## src/rtl/pito_loader_pkg.sv

```systemverilog
// rtl/pito_loader_pkg.sv - shared state encoding and stream framing constants for the imem loader.
package pito_loader_pkg;

  typedef enum logic [2:0] {HDR, DATA, CSUM, DONE, ERR} loader_state_e;

  localparam int LOADER_HDR_BYTES  = 4;
  localparam int LOADER_WORD_BYTES = 4;

endpackage

```

## src/rtl/pito_byte_assembler.sv

```systemverilog
// rtl/pito_byte_assembler.sv - packs little-endian bytes into 32-bit words; word_valid pulses with the 4th byte.
module pito_byte_assembler
  import pito_loader_pkg::*;
(
  input  logic        clk,
  input  logic        rst_n,
  input  logic        clear,
  input  logic        i_valid,
  input  logic [7:0]  i_data,
  output logic        o_word_valid,
  output logic [31:0] o_word
);

  localparam logic [1:0] LAST_LANE = 2'(LOADER_WORD_BYTES - 1);

  logic [1:0]  r_lane;
  logic [23:0] r_shift;

  always_ff @(posedge clk or negedge rst_n) begin
    if (!rst_n) begin
      r_lane  <= 2'd0;
      r_shift <= 24'd0;
    end else if (clear) begin
      r_lane  <= 2'd0;
    end else if (i_valid) begin
      r_lane  <= r_lane + 2'd1;
      r_shift <= {i_data, r_shift[23:8]};
    end
  end

  // Word is presented in the same cycle as its last byte so the top can register the write directly.
  assign o_word_valid = i_valid && (r_lane == LAST_LANE);
  assign o_word       = {i_data, r_shift};

endmodule

```

## src/rtl/pito_imem_loader.sv

```systemverilog
// rtl/pito_imem_loader.sv - boot loader writing a byte-streamed image into imem; PITO_LOADER_CHECKSUM_EN adds a trailing checksum.
module pito_imem_loader
  import pito_loader_pkg::*;
#(
  parameter  int IMEM_DEPTH = 4096,
  localparam int ADDR_W     = $clog2(IMEM_DEPTH)
) (
  input  logic              clk,
  input  logic              rst_n,
  input  logic              clear,
  input  logic              s_valid,
  input  logic [7:0]        s_data,
  output logic              s_ready,
  output logic              imem_we,
  output logic [ADDR_W-1:0] imem_addr,
  output logic [31:0]       imem_wdata,
  output logic              core_rst_n,
  output logic              done,
  output logic              error
);

  localparam logic [ADDR_W:0] IDX_ONE = (ADDR_W + 1)'(1);

  loader_state_e     r_state;
  logic [ADDR_W:0]   r_widx;
  logic [ADDR_W:0]   r_last;
  logic              r_we;
  logic [ADDR_W-1:0] r_addr;
  logic [31:0]       r_wdata;
  logic              r_core_rst_n;
  logic              r_done;
  logic              r_err;
`ifdef PITO_LOADER_CHECKSUM_EN
  logic [31:0]       r_csum;
`endif

  logic        w_fire;
  logic        w_word_valid;
  logic [31:0] w_word;

  assign s_ready = (r_state == HDR) || (r_state == DATA) || (r_state == CSUM);
  assign w_fire  = s_valid && s_ready && !clear;

  pito_byte_assembler u_asm (
    .clk          (clk),
    .rst_n        (rst_n),
    .clear        (clear),
    .i_valid      (w_fire),
    .i_data       (s_data),
    .o_word_valid (w_word_valid),
    .o_word       (w_word)
  );

  always_ff @(posedge clk or negedge rst_n) begin
    if (!rst_n) begin
      r_state      <= HDR;
      r_widx       <= '0;
      r_last       <= '0;
      r_we         <= 1'b0;
      r_addr       <= '0;
      r_wdata      <= 32'd0;
      r_core_rst_n <= 1'b0;
      r_done       <= 1'b0;
      r_err        <= 1'b0;
`ifdef PITO_LOADER_CHECKSUM_EN
      r_csum       <= 32'd0;
`endif
    end else begin
      r_we <= 1'b0;
      if (clear) begin
        r_state      <= HDR;
        r_widx       <= '0;
        r_addr       <= '0;
        r_wdata      <= 32'd0;
        r_core_rst_n <= 1'b0;
        r_done       <= 1'b0;
        r_err        <= 1'b0;
`ifdef PITO_LOADER_CHECKSUM_EN
        r_csum       <= 32'd0;
`endif
      end else begin
        case (r_state)
          HDR: if (w_word_valid) begin
            if (w_word > 32'(IMEM_DEPTH)) begin
              r_state <= ERR;
              r_err   <= 1'b1;
            end else if (w_word == 32'd0) begin
`ifdef PITO_LOADER_CHECKSUM_EN
              r_state <= CSUM;
`else
              r_state <= DONE;
              r_done  <= 1'b1;
`endif
            end else begin
              // Store N-1 so the last-word test is a plain equality on the index.
              r_last  <= w_word[ADDR_W:0] - IDX_ONE;
              r_state <= DATA;
            end
          end
          DATA: if (w_word_valid) begin
            r_we    <= 1'b1;
            r_addr  <= r_widx[ADDR_W-1:0];
            r_wdata <= w_word;
            r_widx  <= r_widx + IDX_ONE;
`ifdef PITO_LOADER_CHECKSUM_EN
            r_csum  <= r_csum + w_word;
            if (r_widx == r_last) r_state <= CSUM;
`else
            if (r_widx == r_last) begin
              r_state <= DONE;
              r_done  <= 1'b1;
            end
`endif
          end
`ifdef PITO_LOADER_CHECKSUM_EN
          CSUM: if (w_word_valid) begin
            if (w_word == r_csum) begin
              r_state <= DONE;
              r_done  <= 1'b1;
            end else begin
              r_state <= ERR;
              r_err   <= 1'b1;
            end
          end
`endif
          // Releasing the core one cycle after done guarantees the final write has landed.
          DONE: r_core_rst_n <= 1'b1;
          default: ;
        endcase
      end
    end
  end

  assign imem_we    = r_we;
  assign imem_addr  = r_addr;
  assign imem_wdata = r_wdata;
  assign core_rst_n = r_core_rst_n;
  assign done       = r_done;
  assign error      = r_err;

endmodule

```

## config.mk

```make
export PLATFORM = sky130hd
export DESIGN_NAME = pito_imem_loader
export DESIGN_NICKNAME = d
export VERILOG_FILES = /design/src/rtl/pito_loader_pkg.sv /design/src/rtl/pito_byte_assembler.sv /design/src/rtl/pito_imem_loader.sv
export SDC_FILE = /design/constraint.sdc
export NUM_CORES = 1
export LEC_CHECK = 0
export CAP_MARGIN = 20
export CORE_UTILIZATION = 50
export CTS_CLUSTER_SIZE = 12
export DETAILED_ROUTE_END_ITERATION = 8
export PLACE_DENSITY = 0.8
export SETUP_SLACK_MARGIN = 0.5
export SLEW_MARGIN = 20
export SYNTH_ARGS = -nofsm -noshare
export SYNTH_HDL_FRONTEND = slang
export SYNTH_HIERARCHICAL = 1
export SYNTH_SLANG_ARGS = --single-unit
```

## constraint.sdc

```tcl
create_clock -name clk -period 4.6 [get_ports clk]
set_input_delay 0.69 -clock clk [delete_from_list [all_inputs] [get_ports clk]]
set_output_delay 0.69 -clock clk [all_outputs]
set_load 0.005 [all_outputs]
```

==> flow_metrics.tcl <==
set metrics [dict create \
    status "complete, no violations" \
    io_buffer_count 60 \
    final_hold_viol_count 0 \
    fillCellCount 782 \
    synth_edf_count 0 \
    clkSlewWorstSetupHoldPaths_ps 90 \
    ys_seq_area_frac 0.535 \
    wirelength_um 10200 \
    numCtsBuffers 9 \
    max_freq_ghz 0.298 \
    diodes 0 \
    ios 61 \
    setup_viol 0 \
    final_cell_area_mm2 0.00563 \
    synth_area_mm2 0.00481 \
    ys_seq_elements 103 \
    yosysUniqueCellTypes 42 \
    path_class "reg -> reg" \
    antenna_found_initial 0 \
    grt_pass1_wl_um 16900 \
    grt_max_degree 71 \
    endpoint_kind "register" \
    num-nets-final 509 \
    powerDensity_mw_per_mm2 347 \
    rsz0062_at_grt "no" \
    cts_resized 0 \
    antenna_left 0 \
    fin_crit_sh 0.730 \
    synth.top_cell.area_share 0.535 \
    cap_violations 0 \
    drtPass1Iterations 4 \
    syn_inst 449 \
    synth_nets 465 \
    initial_core_util 0.518 \
    clock_sinks 103 \
    hp-class "in -> async" \
    worstSkewPairLatency_ps 380 \
    areaGrowthSynthToFinish_pct 16.9 \
    rr_worst_depth 7 \
    htreeDepth 3 \
    dp_hpwl_um 6960 \
    cts_root_buf "clkbuf_8" \
    drtIter0Drc 204 \
    post-cts-setup-buffers 0 \
    gp_congestion 0.876 \
    required_ps 4860 \
    cts_buffer_depth 2 \
    drc 0 \
    final_util 0.606 \
    avgRoutedWirePerCell_um 16.3 \
    multiInputGateArea_mm2 0.00202 \
    finalSetupTns_ps 0 \
    place_area_mm2 0.00542 \
    grt_pass1_vias 3337 \
    coreArea_mm2 0.00928 \
    via_per_inst 5.32 \
    mostFrequentLayoutCells "dfrtp_1, nand2_1, clkdlybuf4s50_1" \
    die_w_um 100 \
    dr_total_vias 3333 \
    slew_violations 0 \
    hold_buffers 0 \
    overflow 0 \
    layout_commonest_cell "dfrtp_1" \
    regArea_mm2 0.00258 \
    fin_worst_skew_ps 14.9 \
    async_flop_share 1.00 \
    tightest_slew_ps 1010 \
    power_mw 1.95 \
    synthTopCellsByArea "dfrtp_1, mux2_4, nand2_1, a21oi_1, xnor2_1" \
    hold_slack_ps 364 \
    yosysTopAreaCell "dfrtp_1" \
    cts_tree "built" \
    grt_usage 0.220 \
    num_rows 35 \
    period_needed_ps 3360 \
    syn_avg_cell_area_um2 10.7 \
    drive_gt1_frac 0.133 \
    setup_slack_ps 1240 \
    finalNonFillerCells 627 \
    synth-main-ff-cell "dfrtp_1" \
    dp_slack_ps 1270 \
    worstPathMaxFanout 13 \
    power.leakage_nw 2.34 \
    die_area_mm2 0.0100 \
    die_h_um 100 \
    place_inst 611 \
    cp.arrival_ps 3620 \
    start_kind "register" \
    relSlewSlack 0.324 \
    yosysWarnings 6 \
    peakVddDrop_uv 213 \
]
[worst max-delay path, cell delays in order (launching register included)]
cell and delay [ps]:
dfrtp_1 440, inv_1 120, ha_1 160, or4b_1 450
or4_4 450, mux2_4 330, nor4b_4 880, mux2_2 420
[metal layers]
layer,up-vias,routed length (um),track usage
met5,-,0,0
met4,0,120,0.0658
met3,10,446,0.0494
met2,83,5070,0.372
met1,1640,4560,0.284
li1,1600,-,-
[report_power, final]
part / internal [mW] / switching (mW)
logic: 0.157 / 0.120
registers: 0.974 / 0.122
clock network: 0.260 / 0.321
[state kept, by name (all words and copies together), names as in the netlist]
signal / count
core_rst_n: 1
done: 1
error: 1
imem_addr: 12
imem_wdata: 32
imem_we: 1
r_last: 13
r_state: 3
r_widx: 13
u_asm/r_lane: 2
u_asm/r_shift: 24
[path summary, 6_finish.rpt]
kind,start,to,slack [ps]
max in group asynchronous,rst_n,r_state[2],3200
max reg2reg,u_asm/r_shift[0],r_last[3],1240
min,rst_n,imem_we,360
max,u_asm/r_shift[0],r_last[3],1240
min in group clk,error,error,520
min reg2reg,error,error,520
[area by class of cell]
| class | count | share of cell area |
|---|---|---|
| flip-flops and latches | 103 | 0.458 |
| multi-input cells | 304 | 0.359 |
| repair buffers | 65 | 0.112 |
| well taps | 129 | 0.0287 |
| clock buffers | 10 | 0.0227 |
| clock inverters | 6 | 0.0131 |
| inverters | 10 | 0.00667 |
[cell families after synthesis]
logic type / synth area share
adders and majority gates: 0.0104
DFF: 0.535
AOI/OAI and AO/OA: 0.0697
muxes: 0.112
xor gates and xnor gates: 0.0582
buffers and inverters: 0.0496
and+or+nand+nor: 0.165
[cell usage after synthesis, drive strengths merged (6+ instances only)]
| cell | n |
|---|---|
| buf | 14 |
| or3 | 8 |
| nand4 | 7 |
| nor3 | 6 |
| a21oi | 52 |
| nand2 | 97 |
| mux2 | 35 |
| xor2 | 10 |
| nor4 | 8 |
| inv | 10 |
| nor2 | 19 |
| dfrtp | 103 |
| xnor2 | 22 |
| clkbuf | 18 |
No activity file was read; power rests on OpenSTA's default activity.
